File: src/rtl/digit_scroller.sv
// digit_scroller: scrolls an 8-digit window over a ring of 4-bit digit codes for the TM1638 driver.
// Optional SCROLL_BLINK_EN blanks the window on alternate dwell steps at the home position.
module digit_scroller #(
    parameter int LEN        = 16,
    parameter int STEP_DIV   = 25,
    parameter int HOLD_STEPS = 4
) (
    input  logic       _50MHz_CLK,
    input  logic       RST_N,
    input  logic       tick,
    input  logic       run,
    input  logic       dir,
    input  logic       load_en,
    input  logic [4:0] load_addr,
    input  logic [3:0] load_data,
    output logic [3:0] seg0,
    output logic [3:0] seg1,
    output logic [3:0] seg2,
    output logic [3:0] seg3,
    output logic [3:0] seg4,
    output logic [3:0] seg5,
    output logic [3:0] seg6,
    output logic [3:0] seg7,
    output logic       wrap
);
    localparam int PW = $clog2(LEN);
    localparam int CW = STEP_DIV > 1 ? $clog2(STEP_DIV) : 1;
    localparam int DW = HOLD_STEPS > 1 ? $clog2(HOLD_STEPS) : 1;
    localparam logic [127:0] INIT = {96'hFFFF_FFFF_FFFF_FFFF_FFFF_FFFF, 32'h6619_1122};

    typedef enum logic [1:0] {IDLE, RUN, DWELL} state_t;

    state_t          state, resume, cur;
    logic [PW-1:0]   ptr, nptr;
    logic [CW-1:0]   cnt;
    logic [DW-1:0]   dwell;
    logic            last, blank;
    logic [3:0]      ring  [LEN];
    logic [3:0]      seg_q [8];

    function automatic logic [PW-1:0] widx(input logic [PW-1:0] p, input int k);
        int s;
        s = int'(p) + k;
        return PW'(s >= LEN ? s - LEN : s);
    endfunction

    // IDLE remembers where it came from, so ticks arriving as run rises are not lost
    always_comb begin
        cur  = state == IDLE ? resume : state;
        last = cnt == CW'(STEP_DIV - 1);
        nptr = dir ? (ptr == '0 ? PW'(LEN - 1) : ptr - 1'b1)
                   : (ptr == PW'(LEN - 1) ? '0 : ptr + 1'b1);
    end

`ifdef SCROLL_BLINK_EN
    logic blink;
    assign blank = blink;
`else
    assign blank = 1'b0;
`endif

    always_ff @(posedge _50MHz_CLK or negedge RST_N) begin
        if (!RST_N) begin
            state  <= IDLE;
            resume <= RUN;
            ptr    <= '0;
            cnt    <= '0;
            dwell  <= '0;
            wrap   <= 1'b0;
`ifdef SCROLL_BLINK_EN
            blink  <= 1'b0;
`endif
        end else begin
            wrap <= 1'b0;
            if (!run) begin
                state <= IDLE;
                if (state != IDLE) resume <= state;
            end else begin
                state <= cur;
                if (tick) begin
                    cnt <= last ? '0 : cnt + 1'b1;
                    if (last && cur == RUN) begin
                        ptr  <= nptr;
                        wrap <= dir ? ptr == '0 : ptr == PW'(LEN - 1);
                        if (nptr == '0 && HOLD_STEPS > 0) begin
                            state <= DWELL;
                            dwell <= '0;
                        end
                    end else if (last) begin
                        if (dwell == DW'(HOLD_STEPS - 1)) begin
                            dwell <= '0;
                            state <= RUN;
`ifdef SCROLL_BLINK_EN
                            blink <= 1'b0;
`endif
                        end else begin
                            dwell <= dwell + 1'b1;
`ifdef SCROLL_BLINK_EN
                            blink <= ~blink;
`endif
                        end
                    end
                end
            end
        end
    end

    always_ff @(posedge _50MHz_CLK or negedge RST_N) begin
        if (!RST_N) begin
            for (int i = 0; i < LEN; i++) ring[i] <= INIT[4*i +: 4];
        end else if (load_en && int'(load_addr) < LEN) begin
            ring[load_addr[PW-1:0]] <= load_data;
        end
    end

    always_ff @(posedge _50MHz_CLK or negedge RST_N) begin
        if (!RST_N) begin
            for (int k = 0; k < 8; k++) seg_q[k] <= INIT[4*k +: 4];
        end else begin
            for (int k = 0; k < 8; k++) seg_q[k] <= blank ? 4'hF : ring[widx(ptr, k)];
        end
    end

    assign seg0 = seg_q[0];
    assign seg1 = seg_q[1];
    assign seg2 = seg_q[2];
    assign seg3 = seg_q[3];
    assign seg4 = seg_q[4];
    assign seg5 = seg_q[5];
    assign seg6 = seg_q[6];
    assign seg7 = seg_q[7];
endmodule

File: config.mk
export PLATFORM = sky130hd
export DESIGN_NAME = digit_scroller
export DESIGN_NICKNAME = d
export VERILOG_FILES = /design/src/rtl/digit_scroller.sv
export SDC_FILE = /design/constraint.sdc
export NUM_CORES = 1
export LEC_CHECK = 0
export CORE_UTILIZATION = 40
export DETAILED_ROUTE_END_ITERATION = 10
export MAX_ROUTING_LAYER = met4
export PLACE_DENSITY = 0.6
export SYNTH_ARGS = -nofsm -noshare
export SYNTH_HDL_FRONTEND = slang
export SYNTH_SLANG_ARGS = --single-unit
File: constraint.sdc
create_clock -name _50MHz_CLK -period 7.5 [get_ports _50MHz_CLK]
set_input_delay 0.75 -clock _50MHz_CLK [delete_from_list [all_inputs] [get_ports _50MHz_CLK]]
set_output_delay 0.75 -clock _50MHz_CLK [all_outputs]
set_load 0.01 [all_outputs]
# Word level (Yosys, flattened, before mapping)
# Cells that the tools add are included.
[op_classes]
addsub = 19
order_cmp = 19
n_eq_ne = 5
mux = 54
bitwise_logic = 10
reduce_logical = 12
[op_table]
columns = ["cell", "count"]
rows = [
  ["4-bit binary-select mux with 4-bit select", 8],
  ["4-bit two-way mux", 28],
  ["5-bit greater-or-equal comparator (second input constant)", 16],
  ["64-bit bitwise mux", 1],
  ["4-bit NOT with 5-bit output", 9],
  ["4-bit by 1-bit subtractor with 4-bit output (second input constant)", 9],
  ["2-bit two-way mux", 11],
  ["4-bit by 3-bit adder with 5-bit output (second input constant)", 4],
  ["4-bit demux with 4-bit select", 1],
  ["4-bit by 2-bit adder with 5-bit output (second input constant)", 2],
  ["4-bit zero test", 2],
  ["4-bit by 1-bit adder with 5-bit output (second input constant)", 1],
  ["5-bit by 1-bit adder with 5-bit output (second input constant)", 1],
  ["5-bit == test (second input constant)", 1],
  ["4-bit by 5-bit greater-or-equal comparator with 1-bit output (second input constant)", 1],
  ["5-bit by 1-bit less-than comparator with 1-bit output (second input constant)", 1],
  ["5-bit less-than comparator (second input constant)", 1],
  ["5-bit two-way mux", 1],
  ["4-bit by 1-bit adder with 4-bit output (second input constant)", 1],
  ["4-bit == test (second input constant)", 1],
  ["1-bit two-way mux", 4],
  ["2-bit AND reduction", 2],
  ["4-bit AND reduction", 1],
  ["2-bit nonzero test", 2],
  ["8 further kinds", 10],
]
[word_totals]
reg_bits = 112
output_inout_bits = 33

# Logic depth before layout (Yosys ltp)
[logic_depth]
ltp_word = 8
mapped_depth = 12
mapped_depth_nobuf = 7

# Worst setup path after synthesis
# Ideal clock, no wire load.
[synth_timing]
path_type = "register -> register"
from = "register ptr[1]"
to = "register seg_q, in the netlist seg1[3]"
t_arrival_ns = 2.763
slack_ns = 4.597
stages_incl_launch_ff = 10
path_buffers = 5
synth_period_minus_slack_ns = 2.903
path_cell_list = "dfrtp_1 clkbuf_1 buf_1 inv_1 ha_1 buf_6 buf_2 buf_2 mux4_2 mux4_1"
[synth_between]
elab_chain_len = 7
[synth_lines]
columns = ["element", "line", "rtl"]
rows = [
  ["start: declaration", "34", "logic [PW-1:0] ptr, nptr;"],
  ["start signal: assignment", "83", "ptr <= nptr;"],
  ["4-bit by 1-bit adder with 5-bit output *", "43", "s = int'(p) + k;"],
  ["4-bit by 1-bit subtractor with 4-bit output / 5-bit greater-or-equal comparator (equally long branches)", "44", "return PW'(s >= LEN ? s - LEN : s);"],
  ["4-bit two-way mux *", "44", ""],
  ["4-bit NOT with 5-bit output (not written as such) *", "120", "for (int k = 0; k < 8; k++) seg_q[k] <= blank ? 4'hF : ring[widx(ptr, k)];"],
  ["4-bit binary-select mux with 4-bit select *", "120", ""],
  ["4-bit two-way mux (not written as such) * (2 in a row)", "120", ""],
  ["end: declaration", "39", "logic [3:0] seg_q [8];"],
]
# Mark *: on every way between the ends. The rest lies on a longest branch, timed or not. The select of a mux whose other input is x is not followed.
# A chain may end at the register's enable or synchronous reset.

# Worst setup path after layout
[layout_timing]
from = "register ptr[0]"
to = "register seg_q, in the netlist seg7[3]"
[layout_between]
elab_chain_len = 7
[layout_lines]
columns = ["element", "line"]
rows = [
  ["4-bit by 3-bit adder with 5-bit output *", "43"],
  ["4-bit by 1-bit subtractor with 4-bit output / 5-bit greater-or-equal comparator (equally long branches)", "44"],
  ["4-bit two-way mux *", "44"],
  ["4-bit NOT with 5-bit output (not written as such) *", "120"],
  ["4-bit binary-select mux with 4-bit select *", "120"],
  ["4-bit two-way mux (not written as such) * (2 in a row)", "120"],
]
# Marks and branches as above.

==> reports/results.ini <==
[run_status]
outcome = completed

[setup_path]
timing.rr.end = seg7[3]$_DFF_PN0_
crit_path_end_kind = flop
r2r_start = ptr[0]$_DFFE_PN0P_
crit_top_cell = mux4_1
startpoint_type = flop
cp_slowest_stage_delay_ps = 1130
worst-setup-path-type = flop to flop
critPathMaxFanout = 71
r2r_slack_ps = 4150
worstPathCellList = inv_1, ha_1, buf_4, mux4_1, mux4_1
crit_arrival_ps = 3580
critPathSlowestCell = dfrtp_4
r2r_cells = 5
cp.required_ps = 7730

[final_layout]
fillers = 1409
final_area_um2 = 7741
drive_gt1_share_pct = 44.93
top_register = ring
reg_top3 = ring: 64 flops, cnt: 5 flops
syn_to_final_growth_pct = 13.54
nNetsFinal = 505
postLayoutCoreUtil_pct = 46.68
diodes = 0
largest_register_ffs = 64

[sta]
period_share_pct = 44.67
slew_headroom_pct = 27.74
hold_slack_ps = 375.9
finalWorstSetupSlack_ps = 4150
setup_viol = 0
fin_setup_tns_ps = 0
fin_skew_ps = 10.26
fmax_ghz = 0.2985
period_needed_ps = 3350
worst_pin_slew_ps = 1084
finalMaxSlewViolations = 0
rsz0062_at_grt = false
hold_viol = 0

[floorplanning]
ios = 48
die_w_um = 132.6
chipHeight_um = 132.6
core_um2 = 16580
fp.dieArea_um2 = 17570
start_util_pct = 41.11
num_rows = 47

[logic_synthesis]
synthArstFlopShare_pct = 100.0
syn-cell-area_um2 = 6818
synth_seq_cells = 112
yosysTopAreaCell = mux4_2
syn_nets = 470
synth_most_common_cell = mux4_2
synth_area_per_cell_um2 = 15.39
synth.top_cells.by_area = mux4_2 (24%), dfstp_2 (21%), dfrtp_1 (21%)
ys.flop_type = dfrtp_1
yosysWarnings = 0
postSynthCellCount = 443
synth_top_area_share_pct = 24.11
synthTopCellsByCount = mux4_2 (73), mux2_2 (64), dfrtp_1 (57), dfstp_2 (55), nand2_1 (28)
ys_seq_area_share_pct = 42.12
yosysUniqueCellTypes = 40
synth-edff-count = 0

[routing]
via_per_inst = 6.090
first_pass_iters = 4
wl_per_cell_um = 23.00
detail-route-antenna-nets = 0
drc = 0
drt_iter0_markers = 302
totalWireLength_um = 16170
num_vias = 4281

[cts]
htree_num_levels = 3
cts-resized-gates = 0
post_cts_buffers = 0
numCtsBuffers = 9
tritoncts = done
postCtsHoldBufs = 0
path_clk_slew_ps = 80
numClockSinks = 112
clockBufferDepth = 2
clk_latency_ps = 360
cts-root-buf = clkbuf_16

[power]
clockPowerShare_pct = 17.3
sw_frac_of_total_pct = 33.76
internal_power_w = 0.001901
ir_drop_mv = 0.1909
power_frac_seq_pct = 37.0
power_per_cell_area_nw_per_um2 = 370.8
leakagePower_nw = 3.094
power_frac_comb_pct = 45.8
power.switching_w = 0.0009690

[placed_design]
port_buffers = 47
globalplace.congestion = 0.8498
detailed_place_hpwl_um = 12110
dpl_cell_area_um2 = 7432
post-place-ws_ps = 4117

[grt]
grt_pass1_wl_um = 25640
gr-total-overflow = 0
antenna_found_initial = 0
grt_usage_pct = 20.23
grt_max_degree = 72
grt_pass1_vias = 4251

[worst_hold_path]
hp-class = input pin to async pin

[flow_run]
drv_cap = 0

[placed cells by master (no fill, tap or decap), drive strengths merged, types with 10 or more instances in the layout]
master	synthesis	layout
inv	9	11
nor2b	14	14
o21ai	10	10
ha	12	12
dfstp	55	55
mux4	92	92
dfrtp	57	57
clkdlybuf4s50	0	46
mux2	64	64
nand2	28	28
a21oi	12	12
clkbuf	11	11
[logic make-up after synthesis]
kind of cell    Yosys count  synth area share [%]
compound gates           41                 3.817
xor+xnor                  9                 1.156
fa+ha+maj                12                 2.202
buf+inv                  37                 2.936
flops                   112                 42.12
mux                     160                 42.60
simple gates             72                 5.175
[layer usage]
metal	track usage [%]	vias up	wire, um
li1	-	1835	-
met2	31.14	160	7883
met4	6.513	0	303
met3	3.333	21	823
met1	27.50	2265	7156
met5	-	-	0
[stage by stage]
step,total power [W],instances
floorplan,0.001997,443
global placement,0.002358,687
detailed placement,0.002390,687
CTS,0.002891,703
global route,0.003034,703
finish,0.002870,703
[cell type report]
class | instances | area [um2] | area share (%)
Tap cell | 220 | 275.3 | 3.556
Clock buffer | 11 | 264.0 | 3.410
Timing Repair Buffer | 51 | 498.0 | 6.433
Inverter | 10 | 37.54 | 0.4849
Clock inverter | 5 | 45.04 | 0.5819
Sequential cell | 112 | 2875 | 37.14
Multi-Input combinational cell | 294 | 3746 | 48.39
[worst max-delay path: cells and delay by family, from the launching register on]
family	cells	cell delay (ps)
buffers and inverters	2	570
adder cells (fa/ha/maj)	1	330
multiplexers	2	1160
flip-flops	1	1130
[power groups by stage]
stage / clock (W) / sequential [W] / combinational (W)
after global routing: 0.000528 / 0.00110 / 0.00141
after floorplan: 0 / 0.000971 / 0.00103
after global placement: 0 / 0.00106 / 0.00129
final: 0.000495 / 0.00106 / 0.00131
after detailed placement: 0 / 0.00107 / 0.00132
after CTS: 0.000505 / 0.00106 / 0.00132
[worst max-delay path by stage]
stage	start	endpoint	slack (ps)	depth (start not counted)
after global routing	ptr[0]$_DFFE_PN0P_	seg7[3]$_DFF_PN0_	3870	5
final	ptr[0]$_DFFE_PN0P_	seg7[3]$_DFF_PN0_	4150	5
after floorplan	ptr[1]$_DFFE_PN0P_	seg1[3]$_DFF_PN0_	4600	9
after CTS	ptr[0]$_DFFE_PN0P_	seg7[3]$_DFF_PN0_	4090	5
after global placement	ptr[0]$_DFFE_PN0P_	seg7[3]$_DFF_PN0_	4180	5
after detailed placement	ptr[0]$_DFFE_PN0P_	seg7[3]$_DFF_PN0_	4120	5
No activity file was read; power rests on OpenSTA's default activity.
